$ cat src/rtl/data_mem_arbiter_pkg.sv
`default_nettype none
// ============================================================================
// Module : data_mem_arbiter_pkg
// Brief  : Shared state/owner encodings and defaults for the I/D memory arbiter.
// Rev    : 1.0
// ============================================================================
package data_mem_arbiter_pkg;

  typedef enum logic [1:0] {
    ARB_IDLE = 2'd0,
    ARB_BUSY = 2'd1,
    ARB_DONE = 2'd2
  } arb_state_t;

  typedef enum logic {
    OWN_I = 1'b0,
    OWN_D = 1'b1
  } arb_owner_t;

  localparam int C_DEFAULT_TIMEOUT = 255;

  // A data request is any read or any nonzero byte-write mask.
  function automatic logic d_request(input logic i_re, input logic [3:0] i_we);
    return i_re | (|i_we);
  endfunction

endpackage
`default_nettype wire

$ cat src/rtl/mem_arb_watchdog.sv
`default_nettype none
// ============================================================================
// Module : mem_arb_watchdog
// Brief  : Counts enabled cycles; flags expiry on the limit-th cycle (limit 0 = never).
// Rev    : 1.0
// ============================================================================
module mem_arb_watchdog #(
  parameter int TO_W = 8
) (
  input  logic            clk,
  input  logic            rst_n,
  input  logic            i_clear,
  input  logic            i_enable,
  input  logic [TO_W-1:0] i_limit,
  output logic            o_expired
);

  localparam logic [TO_W-1:0] C_ONE = TO_W'(1);

  logic [TO_W-1:0] r_count;

  always_ff @(posedge clk or negedge rst_n) begin
    if (!rst_n) begin
      r_count <= '0;
    end else if (i_clear) begin
      r_count <= '0;
    end else if (i_enable && (r_count != {TO_W{1'b1}})) begin
      r_count <= r_count + C_ONE;
    end
  end

  // r_count holds the number of earlier enabled cycles, so expiry lands on cycle i_limit.
  assign o_expired = i_enable && (i_limit != '0) && (r_count == (i_limit - C_ONE));

endmodule
`default_nettype wire

$ cat src/rtl/data_mem_arbiter.sv
`default_nettype none
// ============================================================================
// Module : data_mem_arbiter
// Brief  : Shares one word-addressed memory port between fetch (I) and data (D).
// Rev    : 1.0
// ============================================================================
module data_mem_arbiter
  import data_mem_arbiter_pkg::*;
#(
  parameter int ADDR_W         = 30,
  parameter int TIMEOUT_CYCLES = C_DEFAULT_TIMEOUT,
  parameter int TO_W           = 8
) (
  input  logic              clock,
  input  logic              reset,
  input  logic [ADDR_W-1:0] I_Address,
  input  logic              I_ReadEnable,
  output logic [31:0]       I_ReadData,
  output logic              I_Ready,
  output logic              I_Error,
  input  logic [ADDR_W-1:0] D_Address,
  input  logic              D_ReadEnable,
  input  logic [3:0]        D_WriteEnable,
  input  logic [31:0]       D_WriteData,
  output logic [31:0]       D_ReadData,
  output logic              D_Ready,
  output logic              D_Error,
  output logic [ADDR_W-1:0] M_Address,
  output logic              M_ReadEnable,
  output logic [3:0]        M_WriteEnable,
  output logic [31:0]       M_WriteData,
  input  logic [31:0]       M_ReadData,
  input  logic              M_Ready
);

  arb_state_t        r_state,  w_state_nxt;
  arb_owner_t        r_owner,  w_owner_nxt;
  arb_owner_t        r_last,   w_last_nxt;
  logic              r_flush,  w_flush_nxt;
  logic [ADDR_W-1:0] r_m_addr, w_m_addr_nxt;
  logic              r_m_re,   w_m_re_nxt;
  logic [3:0]        r_m_we,   w_m_we_nxt;
  logic [31:0]       r_m_wd,   w_m_wd_nxt;
  logic [31:0]       r_i_rdata, w_i_rdata_nxt, r_d_rdata, w_d_rdata_nxt;
  logic              r_i_rdy,  w_i_rdy_nxt,  r_d_rdy, w_d_rdy_nxt;
  logic              r_i_err,  w_i_err_nxt,  r_d_err, w_d_err_nxt;

  logic        w_i_req, w_d_req, w_grant_d, w_owner_req, w_flush_now;
  logic        w_wd_clear, w_wd_en, w_wd_expired;
  logic [31:0] w_cpl_data;

  assign w_i_req     = I_ReadEnable;
  assign w_d_req     = d_request(D_ReadEnable, D_WriteEnable);
  assign w_grant_d   = w_d_req && (!w_i_req || (r_last == OWN_I));
  assign w_owner_req = (r_owner == OWN_D) ? w_d_req : w_i_req;
  // A requester that lets go during BUSY has abandoned the access; its Ready is swallowed.
  assign w_flush_now = r_flush | ~w_owner_req;
  assign w_cpl_data  = (M_Ready && (r_m_we == 4'd0)) ? M_ReadData : 32'd0;

  mem_arb_watchdog #(
    .TO_W (TO_W)
  ) u_watchdog (
    .clk       (clock),
    .rst_n     (reset),
    .i_clear   (w_wd_clear),
    .i_enable  (w_wd_en),
    .i_limit   (TO_W'(TIMEOUT_CYCLES)),
    .o_expired (w_wd_expired)
  );

  always_ff @(posedge clock or negedge reset) begin
    if (!reset) begin
      r_state   <= ARB_IDLE;
      r_owner   <= OWN_I;
      r_last    <= OWN_I;
      r_flush   <= 1'b0;
      r_m_addr  <= '0;
      r_m_re    <= 1'b0;
      r_m_we    <= 4'd0;
      r_m_wd    <= 32'd0;
      r_i_rdata <= 32'd0;
      r_d_rdata <= 32'd0;
      r_i_rdy   <= 1'b0;
      r_d_rdy   <= 1'b0;
      r_i_err   <= 1'b0;
      r_d_err   <= 1'b0;
    end else begin
      r_state   <= w_state_nxt;
      r_owner   <= w_owner_nxt;
      r_last    <= w_last_nxt;
      r_flush   <= w_flush_nxt;
      r_m_addr  <= w_m_addr_nxt;
      r_m_re    <= w_m_re_nxt;
      r_m_we    <= w_m_we_nxt;
      r_m_wd    <= w_m_wd_nxt;
      r_i_rdata <= w_i_rdata_nxt;
      r_d_rdata <= w_d_rdata_nxt;
      r_i_rdy   <= w_i_rdy_nxt;
      r_d_rdy   <= w_d_rdy_nxt;
      r_i_err   <= w_i_err_nxt;
      r_d_err   <= w_d_err_nxt;
    end
  end

  always_comb begin
    w_state_nxt   = r_state;
    w_owner_nxt   = r_owner;
    w_last_nxt    = r_last;
    w_flush_nxt   = r_flush;
    w_m_addr_nxt  = r_m_addr;
    w_m_re_nxt    = r_m_re;
    w_m_we_nxt    = r_m_we;
    w_m_wd_nxt    = r_m_wd;
    w_i_rdata_nxt = r_i_rdata;
    w_d_rdata_nxt = r_d_rdata;
    w_i_rdy_nxt   = 1'b0;
    w_d_rdy_nxt   = 1'b0;
    w_i_err_nxt   = 1'b0;
    w_d_err_nxt   = 1'b0;
    w_wd_clear    = 1'b0;
    w_wd_en       = 1'b0;
    case (r_state)
      ARB_IDLE: begin
        w_wd_clear = 1'b1;
        if (w_i_req || w_d_req) begin
          w_state_nxt = ARB_BUSY;
          w_flush_nxt = 1'b0;
          if (w_grant_d) begin
            w_owner_nxt  = OWN_D;
            w_last_nxt   = OWN_D;
            w_m_addr_nxt = D_Address;
            w_m_we_nxt   = D_WriteEnable;
            w_m_re_nxt   = (D_WriteEnable == 4'd0);
            w_m_wd_nxt   = D_WriteData;
          end else begin
            w_owner_nxt  = OWN_I;
            w_last_nxt   = OWN_I;
            w_m_addr_nxt = I_Address;
            w_m_we_nxt   = 4'd0;
            w_m_re_nxt   = 1'b1;
            w_m_wd_nxt   = 32'd0;
          end
        end
      end
      ARB_BUSY: begin
        w_wd_en     = 1'b1;
        w_flush_nxt = w_flush_now;
        if (M_Ready || w_wd_expired) begin
          w_state_nxt  = ARB_DONE;
          w_m_addr_nxt = '0;
          w_m_re_nxt   = 1'b0;
          w_m_we_nxt   = 4'd0;
          w_m_wd_nxt   = 32'd0;
          if (!w_flush_now) begin
            if (r_owner == OWN_D) begin
              w_d_rdy_nxt   = 1'b1;
              w_d_rdata_nxt = w_cpl_data;
              w_d_err_nxt   = ~M_Ready;
            end else begin
              w_i_rdy_nxt   = 1'b1;
              w_i_rdata_nxt = w_cpl_data;
              w_i_err_nxt   = ~M_Ready;
            end
          end
        end
      end
      ARB_DONE: w_state_nxt = ARB_IDLE;
      default:  w_state_nxt = ARB_IDLE;
    endcase
  end

  assign I_ReadData    = r_i_rdata;
  assign I_Ready       = r_i_rdy;
  assign I_Error       = r_i_err;
  assign D_ReadData    = r_d_rdata;
  assign D_Ready       = r_d_rdy;
  assign D_Error       = r_d_err;
  assign M_Address     = r_m_addr;
  assign M_ReadEnable  = r_m_re;
  assign M_WriteEnable = r_m_we;
  assign M_WriteData   = r_m_wd;

endmodule
`default_nettype wire
$ cat config.mk
export PLATFORM = sky130hd
export DESIGN_NAME = data_mem_arbiter
export DESIGN_NICKNAME = d
export VERILOG_FILES = /design/src/rtl/data_mem_arbiter_pkg.sv /design/src/rtl/mem_arb_watchdog.sv /design/src/rtl/data_mem_arbiter.sv
export SDC_FILE = /design/constraint.sdc
export NUM_CORES = 1
export LEC_CHECK = 0
export ABC_AREA = 1
export CORE_ASPECT_RATIO = 1.75
export CORE_MARGIN = 3
export CORE_UTILIZATION = 25
export DETAILED_ROUTE_END_ITERATION = 16
export GPL_TIMING_DRIVEN = 0
export PLACE_DENSITY = 0.49
export SLEW_MARGIN = 15
export SYNTH_ARGS = -nofsm -noshare
export SYNTH_HDL_FRONTEND = slang
export SYNTH_SLANG_ARGS = --single-unit
$ cat constraint.sdc
create_clock -name clock -period 2.2 [get_ports clock]
set_input_delay 0.33 -clock clock [delete_from_list [all_inputs] [get_ports clock]]
set_output_delay 0.33 -clock clock [all_outputs]
set_load 0.02 [all_outputs]
# Yosys cells after proc, flatten, opt, wreduce, memory -nomap -nowiden
# Index checks and enable logic that the tools add are counted.
[totals]
input_bits = 133
regBits = 147
output_inout_bits = 135
wordCells = 90
[op_classes]
muxes = 44
reduce_logical = 20
n_addsub = 1
n_bitwise = 6
eq_ne = 5
[ops]
columns = ["cell", "n"]
rows = [
  ["32-bit two-way mux", 4],
  ["30-bit two-way mux", 3],
  ["32-bit one-hot mux with 2 select lines", 1],
  ["30-bit one-hot mux with 2 select lines", 1],
  ["1-bit two-way mux", 24],
  ["8-bit two-way mux", 2],
  ["4-bit two-way mux", 3],
  ["8-bit by 1-bit adder with 8-bit output (second input constant)", 1],
  ["8-bit == test (second input constant)", 1],
  ["4-bit zero test", 2],
  ["8-bit inequality test (second input constant)", 1],
  ["4-bit one-hot mux with 2 select lines", 1],
  ["4-bit AND reduction", 2],
  ["2-bit AND reduction", 3],
  ["1-bit logical AND", 4],
  ["2-bit two-way mux", 2],
  ["2-bit inequality test (second input constant)", 2],
  ["1-bit inverter", 4],
  ["1-bit one-hot mux with 2 select lines", 2],
  ["2-bit one-hot mux with 2 select lines", 1],
  ["2-bit nonzero test", 2],
  ["4-bit OR reduction", 1],
  ["1-bit logical OR", 3],
  ["3-bit AND reduction", 1],
  ["other kinds (4)", 5],
]

# Depth between registers and ports, before layout
# Gate-level depths: netlist of the first run.
[logic_depth]
ltp_word = 8
depth_mapped = 11
ltp_nobuf = 10

# Hierarchy
# A second synthesis of the first run with hierarchy kept.
[hier_totals]
hier_cells = 921
hier_area_um2 = 7249.5
[modules_own_cells]
columns = ["module", "seq_area_each_um2", "cells_each", "instances", "area_per_inst_um2"]
rows = [
  ["data_mem_arbiter", 3478.3, 787, 1, 6427.4],
  ["mem_arb_watchdog", 200.2, 134, 1, 822.0],
]

# Worst setup path after synthesis of the first run
# Ideal clock, no wire load.
[synth_timing]
kind = "flip-flop to flip-flop"
from = "reg u_watchdog.r_count[0]"
to = "reg r_d_rdata[25], in the netlist D_ReadData[25]"
arrival_ps = 1459
stages_incl_launch_ff = 12
synth_period_minus_slack_ps = 1589
required_time_ps = 2070
setup_ps = 130
setup_slack_ps = 611
path_buffers = 2
path_cell_list = "dfrtp_1 -> inv_1 -> ha_1 -> inv_1 -> nor2_1 -> nand2_1 -> a21oi_4 -> nand2_2 -> buf_4 -> buf_6 -> nand2_1 -> o21ai_1"
[synth_via]
elab_chain_cells = 4
[synth_rtl]
columns = ["item", "line_no", "rtl"]
rows = [
  ["from (decl)", "mem_arb_watchdog.sv:20", "logic [TO_W-1:0] r_count;"],
  ["from (signal assigned)", "mem_arb_watchdog.sv:28", "r_count <= r_count + C_ONE;"],
  ["8-bit == test", "mem_arb_watchdog.sv:33", "assign o_expired = i_enable && (i_limit != '0) && (r_count == (i_limit - C_ONE));"],
  ["1-bit logical AND", "mem_arb_watchdog.sv:33", ""],
  ["1-bit logical OR", "data_mem_arbiter.sv:148", "if (M_Ready || w_wd_expired) begin"],
  ["4-bit AND reduction (no source line)", "n/a", ""],
  ["to (signal assigned)", "data_mem_arbiter.sv:97", "r_d_rdata <= w_d_rdata_nxt;"],
  ["to (decl)", "data_mem_arbiter.sv:44", "logic [31:0] r_i_rdata, w_i_rdata_nxt, r_d_rdata, w_d_rdata_nxt;"],
]
# Every way passes these cells.
# A chain may end at the register's enable or synchronous reset.

# Worst setup path after layout of the first run
[layout_timing]
from = "reg r_m_we[0], in the netlist M_WriteEnable[0]"
to = "reg r_i_rdata[0], in the netlist I_ReadData[0]"
[layout_via]
elab_chain_cells = 3
[layout_rtl]
columns = ["item", "line_no", "rtl"]
rows = [
  ["from (decl)", "data_mem_arbiter.sv:42", "logic [3:0] r_m_we, w_m_we_nxt;"],
  ["from (signal assigned)", "data_mem_arbiter.sv:94", "r_m_we <= w_m_we_nxt;"],
  ["4-bit zero test", "data_mem_arbiter.sv:58", "assign w_cpl_data = (M_Ready && (r_m_we == 4'd0)) ? M_ReadData : 32'd0;"],
  ["1-bit logical AND", "data_mem_arbiter.sv:58", ""],
  ["32-bit two-way mux", "data_mem_arbiter.sv:58", ""],
  ["to (signal assigned)", "data_mem_arbiter.sv:96", "r_i_rdata <= w_i_rdata_nxt;"],
  ["to (decl)", "data_mem_arbiter.sv:44", ""],
]
# Every way passes these cells.

==> flow_results.org, run 1 <==
** Pwr
- P_int :: 0.00836 W
- Switching part of the total power :: 0.407
- The design draws 0.0141 W.
- Net switching power of the design :: 0.00574 W
- Clock share of power :: 0.209
- Total power density per cell area :: 1380 mW/mm^2
- Maximum vdd ir drop :: 0.000536 V
- P_leak :: 4.86 nW
- Comb pwr share :: 0.483
- The share of total power dissipated in sequential elements is 0.308.

** Yosys
- A synthesized cell averages 8.21 sq um.
- Cell types occupying the most area after synthesis :: sky130_fd_sc_hd__dfrtp_1 56%, sky130_fd_sc_hd__nand2_1 22%, sky130_fd_sc_hd__o21ai_2 4.6%
- Synthesis produced a netlist with a net count of 931.
- The synthesized netlist occupies a cell area of 0.00653 sq mm.
- Number of warnings reported in the yosys synthesis log :: 0
- Counting flops and latches in the post-synthesis netlist gives 147.
- Synthesis instantiated 26 different standard cells from the library.
- Synthesis produced 796 cells.
- Of the post-synthesis cell area, the dominant cell type holds 0.563.
- For this run, the register share of the synthesized area comes to 0.563.
- Post-synthesis cell type with the largest combined area :: sky130_fd_sc_hd__dfrtp_1

** Cells and area
- Area added between synthesis and finish :: 56.7%
- Of the cells placed in the final design, the portion with a size suffix greater than 1 is 0.0912.
- The filler cells instantiated in the layout total 2632.
- Final std cell area, no fill :: 0.0102 sq mm
- Area taken by flip-flops and latches :: 0.00368 sq mm
- Final #Nets :: 1219
- Summing all multi-input logic gate instances after layout gives 0.00241 sq mm.
- Count of inserted antenna diode cells :: 0

** Floorplanning
- The total area inside the core boundary comes to 0.0255 sq mm.
- Width of the die :: 128 microns
- The die covers 0.0282 sq mm.
- Pin placement for this block handled 268 I/O pins.
- Chip Height :: 220 microns
- Row generation in the floorplan step produced 77 rows.
- For this configuration, the core starts out at a cell density of 0.256.

** Clocking
- CTS tree :: yes
- At the later pin of the worst-skew pair, clock insertion delay measures 0.44 ns.
- CTS placed an instance of sky130_fd_sc_hd__clkbuf_16 at the clock tree root.
- Buffer count from post-CTS setup fixing :: 0
- Deepest level of the CTS H-tree :: 4
- CTS Buffer Depth :: 2
- Clock-pin slew was measured on the worst setup and hold paths at 0.07 ns.
- Clock sink count :: 147
- Number of buffers inserted during clock tree synthesis :: 17

** Global routing
- GR Overflow Total :: 0
- The number of global-route vias before repair is 6015.
- Number of antenna violations at the first check in global routing :: 0
- In the global route stage, overall resource usage came out at 0.158.
- Entering global routing, the biggest net connects 82 pins.
- First-pass GRT wire length :: 34100 microns

** Setup path
- Critical path data required time :: 2.56 ns
- Counting cells, the worst reg-to-reg path comes to 4.
- Launching element type of the critical path :: flop
- The worst setup path is captured at a flop.
- The worst setup path is of the reg -> reg kind.
- Maximum fanout along the worst path :: 10
- Data arrival time at the worst-slack endpoint :: 2.26 ns

** Route
- Using the TritonRoute via totals, the vias-per-cell ratio works out to 4.21.
- The pre-antenna-repair detailed-routing pass consisted of 5 iterations.
- For this block, the initial DRC count from the detailed router was 273.
- Once detail routing completed, the nets flagged for antenna violations numbered 0.
- Via count :: 5955
- For this run, design rule violations remaining after detail routing come to 0.
- After detailed routing, the average wire length per cell comes to 15.5 microns.
- Routed wire length :: 22000 microns

** Placed design
- Summing all placed instances gives a cell area of 0.00963 sq mm.
- At the end of routability-driven placement, the weighted congestion stood at 0.792.
- The HPWL after detailed placement is 16900 microns.
- Port buffer count :: 267

** Timing
- Setup repair after global routing left no endpoint under its margin.
- Final hold violations :: 0
- For the final database, setup skew stands at 0.00832 ns.
- Final count of negative-setup-slack endpoints :: 0
- Clock period minus final worst setup slack :: 1.90 ns
- Final period utilization :: 0.863
- At the pin with the least slew margin, the transition time is 0.598 ns.
- Timing would allow up to 527 MHz.
- Number of pins exceeding their max-slew limit in the final report :: 0
- The worst pin sits at a relative slew slack of 0.601.

** Min path
- Count of cells along the worst hold path :: 3
- Worst hold path class :: in -> reg

** Run
- Max-cap violations in this run came to 0.

** Outcome
- Status :: finished clean
-- power by group through the flow --
stage	registers [W]	logic, W	clock network [W]
after floorplan	0.00554	0.00248	0
after global placement	0.00436	0.00694	0
after detailed placement	0.00438	0.00697	0
after CTS	0.00435	0.00698	0.00305
after global routing	0.00448	0.00751	0.00315
final	0.00434	0.00681	0.00294
-- worst max-delay path: stages, from the launching register on --
cell,delay (ns)
sky130_fd_sc_hd__dfrtp_1,0.41
sky130_fd_sc_hd__nor4_2,0.52
sky130_fd_sc_hd__clkbuf_1,0.50
sky130_fd_sc_hd__nand2_1,0.22
sky130_fd_sc_hd__o21ai_1,0.18
-- worst paths after layout --
kind,end,slack (ns),from
max,I_ReadData[0]$_DFFE_PN0P_,0.30,M_WriteEnable[0]$_DFFE_PN0P_
min,M_WriteData[0]$_DFFE_PN0P_,0.43,D_WriteData[0]
max reg2reg,I_ReadData[0]$_DFFE_PN0P_,0.30,M_WriteEnable[0]$_DFFE_PN0P_
min reg2reg,M_WriteData[14]$_DFFE_PN0P_,0.47,M_WriteData[14]$_DFFE_PN0P_
max in group asynchronous,M_Address[4]$_DFFE_PN0P_,0.95,reset
min in group asynchronous,I_ReadData[21]$_DFFE_PN0P_,0.44,reset
-- synth_stat cells --
cell type	count
sky130_fd_sc_hd__nand2_1	390
sky130_fd_sc_hd__dfrtp_1	147
sky130_fd_sc_hd__nor2_1	74
sky130_fd_sc_hd__inv_1	49
sky130_fd_sc_hd__o21ai_2	34
sky130_fd_sc_hd__o21ai_1	26
sky130_fd_sc_hd__o21ai_0	12
sky130_fd_sc_hd__buf_2	11
sky130_fd_sc_hd__buf_6	11
sky130_fd_sc_hd__clkbuf_1	11
sky130_fd_sc_hd__nand3_1	5
sky130_fd_sc_hd__buf_4	4
sky130_fd_sc_hd__nor2_2	3
sky130_fd_sc_hd__nor3_1	3
sky130_fd_sc_hd__buf_1	2
sky130_fd_sc_hd__ha_1	2
sky130_fd_sc_hd__nand4_1	2
sky130_fd_sc_hd__xnor2_1	2
sky130_fd_sc_hd__a21oi_1	1
sky130_fd_sc_hd__a21oi_4	1
sky130_fd_sc_hd__inv_2	1
sky130_fd_sc_hd__nand2_2	1
sky130_fd_sc_hd__nand3b_1	1
sky130_fd_sc_hd__nor4_2	1
sky130_fd_sc_hd__o21bai_1	1
sky130_fd_sc_hd__xor2_1	1
-- repair_timing --
| item | CTS | global route |
|---|---|---|
| endpoints found under the hold margin | 66 | 0 |
| hold buffers | 1 | 0 |
| endpoints found under the setup margin | 0 | 3 |
| resized for setup | 0 | 1 |
-- metal layers --
layer | track usage | vias up | wire length [microns]
li1 | - | 3004 | -
met1 | 0.164 | 2731 | 8000
met2 | 0.296 | 199 | 12100
met3 | 0.0429 | 21 | 1390
met4 | 0.0627 | 0 | 474
met5 | 0 | - | 0
-- state kept, by name, summed over array words and instances (netlist names) --
| name | count |
|---|---|
| r_last | 1 |
| M_Address | 30 |
| M_ReadEnable | 1 |
| D_Ready | 1 |
| I_Error | 1 |
| D_Error | 1 |
| M_WriteEnable | 4 |
| D_ReadData | 32 |
| r_state | 2 |
| I_ReadData | 32 |
| M_WriteData | 32 |
| r_flush | 1 |
| I_Ready | 1 |
| u_watchdog.r_count | 8 |
-- stage by stage --
step	TNS [ns]	util	std cells	setup slack [ns]	hold WS (ns)
2_1_floorplan	0	-	796	0.611	0.0344
3_3_place_gp	-874.97	0.376	1379	-5.87	0.453
3_5_place_dp	-13.49	0.377	1380	-0.335	0.325
4_1_cts	0	0.401	1413	0.134	0.391
5_1_grt	0	0.401	1413	0.0605	0.415
6_report	0	0.401	1413	0.301	0.428
-- layout by cell type, fill, tap and decap left out, types with 2 or more instances in the layout --
| master | Yosys | final |
|---|---|---|
| sky130_fd_sc_hd__o21ai_0 | 12 | 12 |
| sky130_fd_sc_hd__clkbuf_1 | 11 | 12 |
| sky130_fd_sc_hd__xnor2_1 | 2 | 2 |
| sky130_fd_sc_hd__inv_6 | 0 | 2 |
| sky130_fd_sc_hd__clkbuf_8 | 0 | 2 |
| sky130_fd_sc_hd__nand2_1 | 390 | 390 |
| sky130_fd_sc_hd__bufinv_16 | 0 | 2 |
| sky130_fd_sc_hd__nor3_1 | 3 | 3 |
| sky130_fd_sc_hd__buf_2 | 11 | 11 |
| sky130_fd_sc_hd__buf_4 | 4 | 4 |
| sky130_fd_sc_hd__clkbuf_16 | 0 | 17 |
| sky130_fd_sc_hd__buf_6 | 11 | 11 |
| sky130_fd_sc_hd__clkdlybuf4s50_1 | 0 | 266 |
| sky130_fd_sc_hd__inv_1 | 49 | 49 |
| sky130_fd_sc_hd__nor2_1 | 74 | 74 |
| sky130_fd_sc_hd__clkinvlp_4 | 0 | 5 |
| sky130_fd_sc_hd__o21ai_2 | 34 | 34 |
| sky130_fd_sc_hd__nand3_1 | 5 | 5 |
| sky130_fd_sc_hd__ha_1 | 2 | 2 |
| sky130_fd_sc_hd__nand4_1 | 2 | 2 |
| sky130_fd_sc_hd__dfrtp_1 | 147 | 147 |
| sky130_fd_sc_hd__buf_1 | 2 | 2 |
| sky130_fd_sc_hd__o21ai_1 | 26 | 26 |
| sky130_fd_sc_hd__clkinv_2 | 0 | 3 |
| sky130_fd_sc_hd__nor2_2 | 3 | 2 |
-- cells by family after synthesis --
| group | after synthesis | share of synthesized area |
|---|---|---|
| xor gates and xnor gates | 3 | 0.00402 |
| DFF | 147 | 0.563 |
| and+or+nand+nor | 480 | 0.282 |
| AOI/OAI and AO/OA | 75 | 0.0791 |
| buffers and inverters | 89 | 0.0682 |
| adders and majority gates | 2 | 0.00383 |
-- area by class of cell --
cell class                 count  share of cell area
multi-input combinational    560               0.236
clock inverter                12              0.0127
inverter                      50              0.0183
clock buffer                  20              0.0446
tap                          316              0.0386
timing repair buffer         269               0.265
sequential                   147               0.359
buffer                        39              0.0252
(Power assumes the default switching activity.)
==> inputs of run 2 (changes only) <==
--- a/config.mk
+++ b/config.mk
@@ -11,7 +11,7 @@
 export CORE_UTILIZATION = 25
 export DETAILED_ROUTE_END_ITERATION = 16
 export GPL_TIMING_DRIVEN = 0
-export PLACE_DENSITY = 0.49
+export PLACE_DENSITY = 0.56
 export SLEW_MARGIN = 15
 export SYNTH_ARGS = -nofsm -noshare
 export SYNTH_HDL_FRONTEND = slang
==> run 2 against run 1 <==
Against the previous run:
- fmax down 4.7%
- final cell count unchanged
- cell area up 0.62%
- total power up 2.1%
- non-clock buffer count unchanged
- clock skew up 0.0019 ns
- routed wire length down 2.6%
- core utilization up 0.25 points
- clock power up 11%
- critical path depth up 4
- die area unchanged
- largest cell class unchanged
==> flow_results.org, run 2 (synthesized netlist as in run 1, its figures left out) <==
** Global routing
- GR Overflow Total :: 0
- The first global-routing pass estimated 33700 microns of wire.
- For this run, the total global-route usage over all layers was measured as 0.155.
- Number of antenna violations at the first check in global routing :: 0
- Entering global routing, the biggest net connects 90 pins.
- Via count of the first global-routing pass :: 6192

** Pwr
- For this design the ratio of total power to cell area is 1400 mW/mm^2.
- IR analysis of the VDD net gives a maximum drop of 0.000608 V.
- Summing internal, switching and leakage power gives 0.0144 W.
- P_leak :: 4.91 nW

** Placed design
- The wire-length estimate of the detail-placed layout is 16500 microns.
- Port buffer count :: 267
- RD Place Congestion :: 0.776
- Post-Place Cells :: 1380

** Clocking
- The clock tree synthesis step divided the H-tree into 4 levels.
- In this run the deepest clock path goes through 2 buffers.
- CTS tree :: yes
- Buffer count from post-CTS setup fixing :: 0
- The number of clock buffers added by TritonCTS is 17.
- For this design, the sink count on the clock tree is 147.
- At the later pin of the worst-skew pair, clock insertion delay measures 0.43 ns.
- Clock transition at the registers of the reported paths :: 0.06 ns
- Clk Tree Root Cell :: sky130_fd_sc_hd__clkbuf_16

** Timing
- Worst slew pin tran :: 0.722 ns
- Number of pins exceeding their max-slew limit in the final report :: 0
- For this run, the top clock speed supported by timing is 502 MHz.
- RSZ-0062 raised after global routing :: no
- Final period utilization :: 0.906
- Final total negative setup slack :: 0 ns
- The clock arrives with 0.0102 ns of skew.
- Final hold violations :: 0
- Worst relative slew slack :: 0.519
- The smallest clock period supported by the final layout is computed as 1.99 ns.
- Setup violations remaining at the end of the flow were counted as 0.

** Route
- After detailed routing, the number of remaining DRC violations is 0.
- Using the TritonRoute via totals, the vias-per-cell ratio works out to 4.23.
- Average wire length per cell after detail routing :: 15.1 microns
- Routed wire length :: 21400 microns
- The detail route stage leaves a number of antenna-violating nets equal to 0.
- The detailed router finished its first iteration with 245 violations.
- For this run, the detailed router's first-pass iteration total came to 4.
- Via count :: 5976

** Cells and area
- Once layout is complete, the cells apart from fillers number 1413.
- Fraction of final layout cells sized beyond drive strength 1 :: 0.0893
- Area taken by flip-flops and latches :: 0.00368 sq mm
- 0 antenna diodes ended up in the layout.
- In the layout the commonest cells are 390 x sky130_fd_sc_hd__nand2_1, 266 x sky130_fd_sc_hd__clkdlybuf4s50_1, 147 x sky130_fd_sc_hd__dfrtp_1.
- Layout filler cell count :: 2563
- Final #Nets :: 1219
- Summing all multi-input logic gate instances after layout gives 0.00241 sq mm.
- Commonest non-fill, non-tap cell in the layout :: sky130_fd_sc_hd__nand2_1
- Area added between synthesis and finish :: 57.7%

** Min path
- Hold_sp :: D_WriteData[5]
- The worst hold path terminates at M_WriteData[5]$_DFFE_PN0P_.
- The path class of the tightest hold or removal check is in -> reg.
- Count of cells along the worst hold path :: 3

** Outcome
- The flow ran to the end, and the final reports show no timing, DRC or antenna violations.

** Setup path
- Launch instance of the worst register-to-register path :: r_state[0]$_DFFE_PN0P_
- In this run the critical register-to-register path is captured at M_WriteData[27]$_DFFE_PN0P_.
- For the worst flop-to-flop path, the logic depth is 6.
- Register-to-Register Setup Slack :: 0.26 ns
- The critical path is of the in -> reg type.
- The worst setup path is launched from an input pin.
- Critical path data required time :: 2.57 ns
- In this run the worst path has a maximum fanout of 10.
- The worst setup path is captured at a flop.
- STA puts the critical path data arrival time at 2.36 ns.

** Floorplanning
- Initial Utilization :: 0.256
- The total area inside the core boundary comes to 0.0255 sq mm.
- The die is 128 microns wide.
- The die is 220 microns tall.
- Die area :: 0.0282 sq mm
- In this run the count of I/O pins placed on the die edge is 268.
- Number of rows in the core area :: 77

** Run
- Max-cap violations in this run came to 0.
run 2: changes by cell type in the layout (fill, tap and decap cells not counted), sizes merged:
cell,previous run,this run
bufinv,2,5
clkinvlp,5,0
clkbuf,31,35
inv,52,50
run 2: worst max-delay path: stages:
cell	delay, ns
sky130_fd_sc_hd__clkdlybuf4s50_1	0.48
sky130_fd_sc_hd__nor2_1	0.07
sky130_fd_sc_hd__nand3_1	0.15
sky130_fd_sc_hd__nand2_1	0.21
sky130_fd_sc_hd__nor2_2	0.45
sky130_fd_sc_hd__clkbuf_1	0.45
sky130_fd_sc_hd__nand2_1	0.11
sky130_fd_sc_hd__nand2_1	0.10
run 2: through the flow:
stage | hold slack, ns | utilization | setup WS (ns) | cell area (sq um)
after floorplan | 0.0344 | - | 0.611 | 6530
after global placement | 0.454 | 0.376 | -5.63 | 9600
after detailed placement | 0.404 | 0.377 | -0.386 | 9630
after CTS | 0.398 | 0.403 | 0.124 | 10300
after global routing | 0.415 | 0.403 | 0.00678 | 10300
final | 0.432 | 0.403 | 0.208 | 10300
run 2: cell type report:
| cell class | instances | share of cell area |
|---|---|---|
| Clock buffer | 24 | 0.0468 |
| Clock inverter | 8 | 0.0168 |
| Buffer | 39 | 0.0252 |
| Tap cell | 316 | 0.0384 |
| Timing Repair Buffer | 269 | 0.264 |
| Sequential cell | 147 | 0.357 |
| Multi-Input combinational cell | 560 | 0.234 |
| Inverter | 50 | 0.0182 |
run 2: layer usage:
metal  vias to the layer above  part of all wire  track usage
met5                         -                 0            0
met4                         0             0.021       0.0627
met3                        26             0.061       0.0458
met2                       201              0.55        0.289
met1                      2742              0.37        0.160
li1                       3007                 -            -
run 2: timing repair:
| action | 4_1_cts | 5_1_grt |
|---|---|---|
| hold buffers | 1 | 0 |
| setup endpoints to repair | 0 | 1 |
| resized for setup | 0 | 2 |
| hold endpoints to repair | 88 | 0 |
run 2: worst max-delay path by stage:
| stage | endpoint | depth (start not counted) | start | slack (ns) |
|---|---|---|---|---|
| floorplan | D_ReadData[25]$_DFFE_PN0P_ | 11 | u_watchdog.r_count[0]$_DFFE_PN0P_ | 0.61 |
| global placement | M_WriteData[17]$_DFFE_PN0P_ | 1 | reset | -5.63 |
| detailed placement | M_WriteData[27]$_DFFE_PN0P_ | 8 | D_WriteEnable[3] | -0.39 |
| CTS | M_WriteData[27]$_DFFE_PN0P_ | 8 | D_WriteEnable[3] | 0.12 |
| global route | M_WriteData[16]$_DFFE_PN0P_ | 8 | D_WriteEnable[2] | 0.007 |
| finish | M_WriteData[27]$_DFFE_PN0P_ | 8 | D_WriteEnable[2] | 0.21 |
run 2: where the power goes:
part           internal (W)  switching, W
combinational       0.00287       0.00392
clock               0.00211       0.00115
sequential          0.00376      0.000587
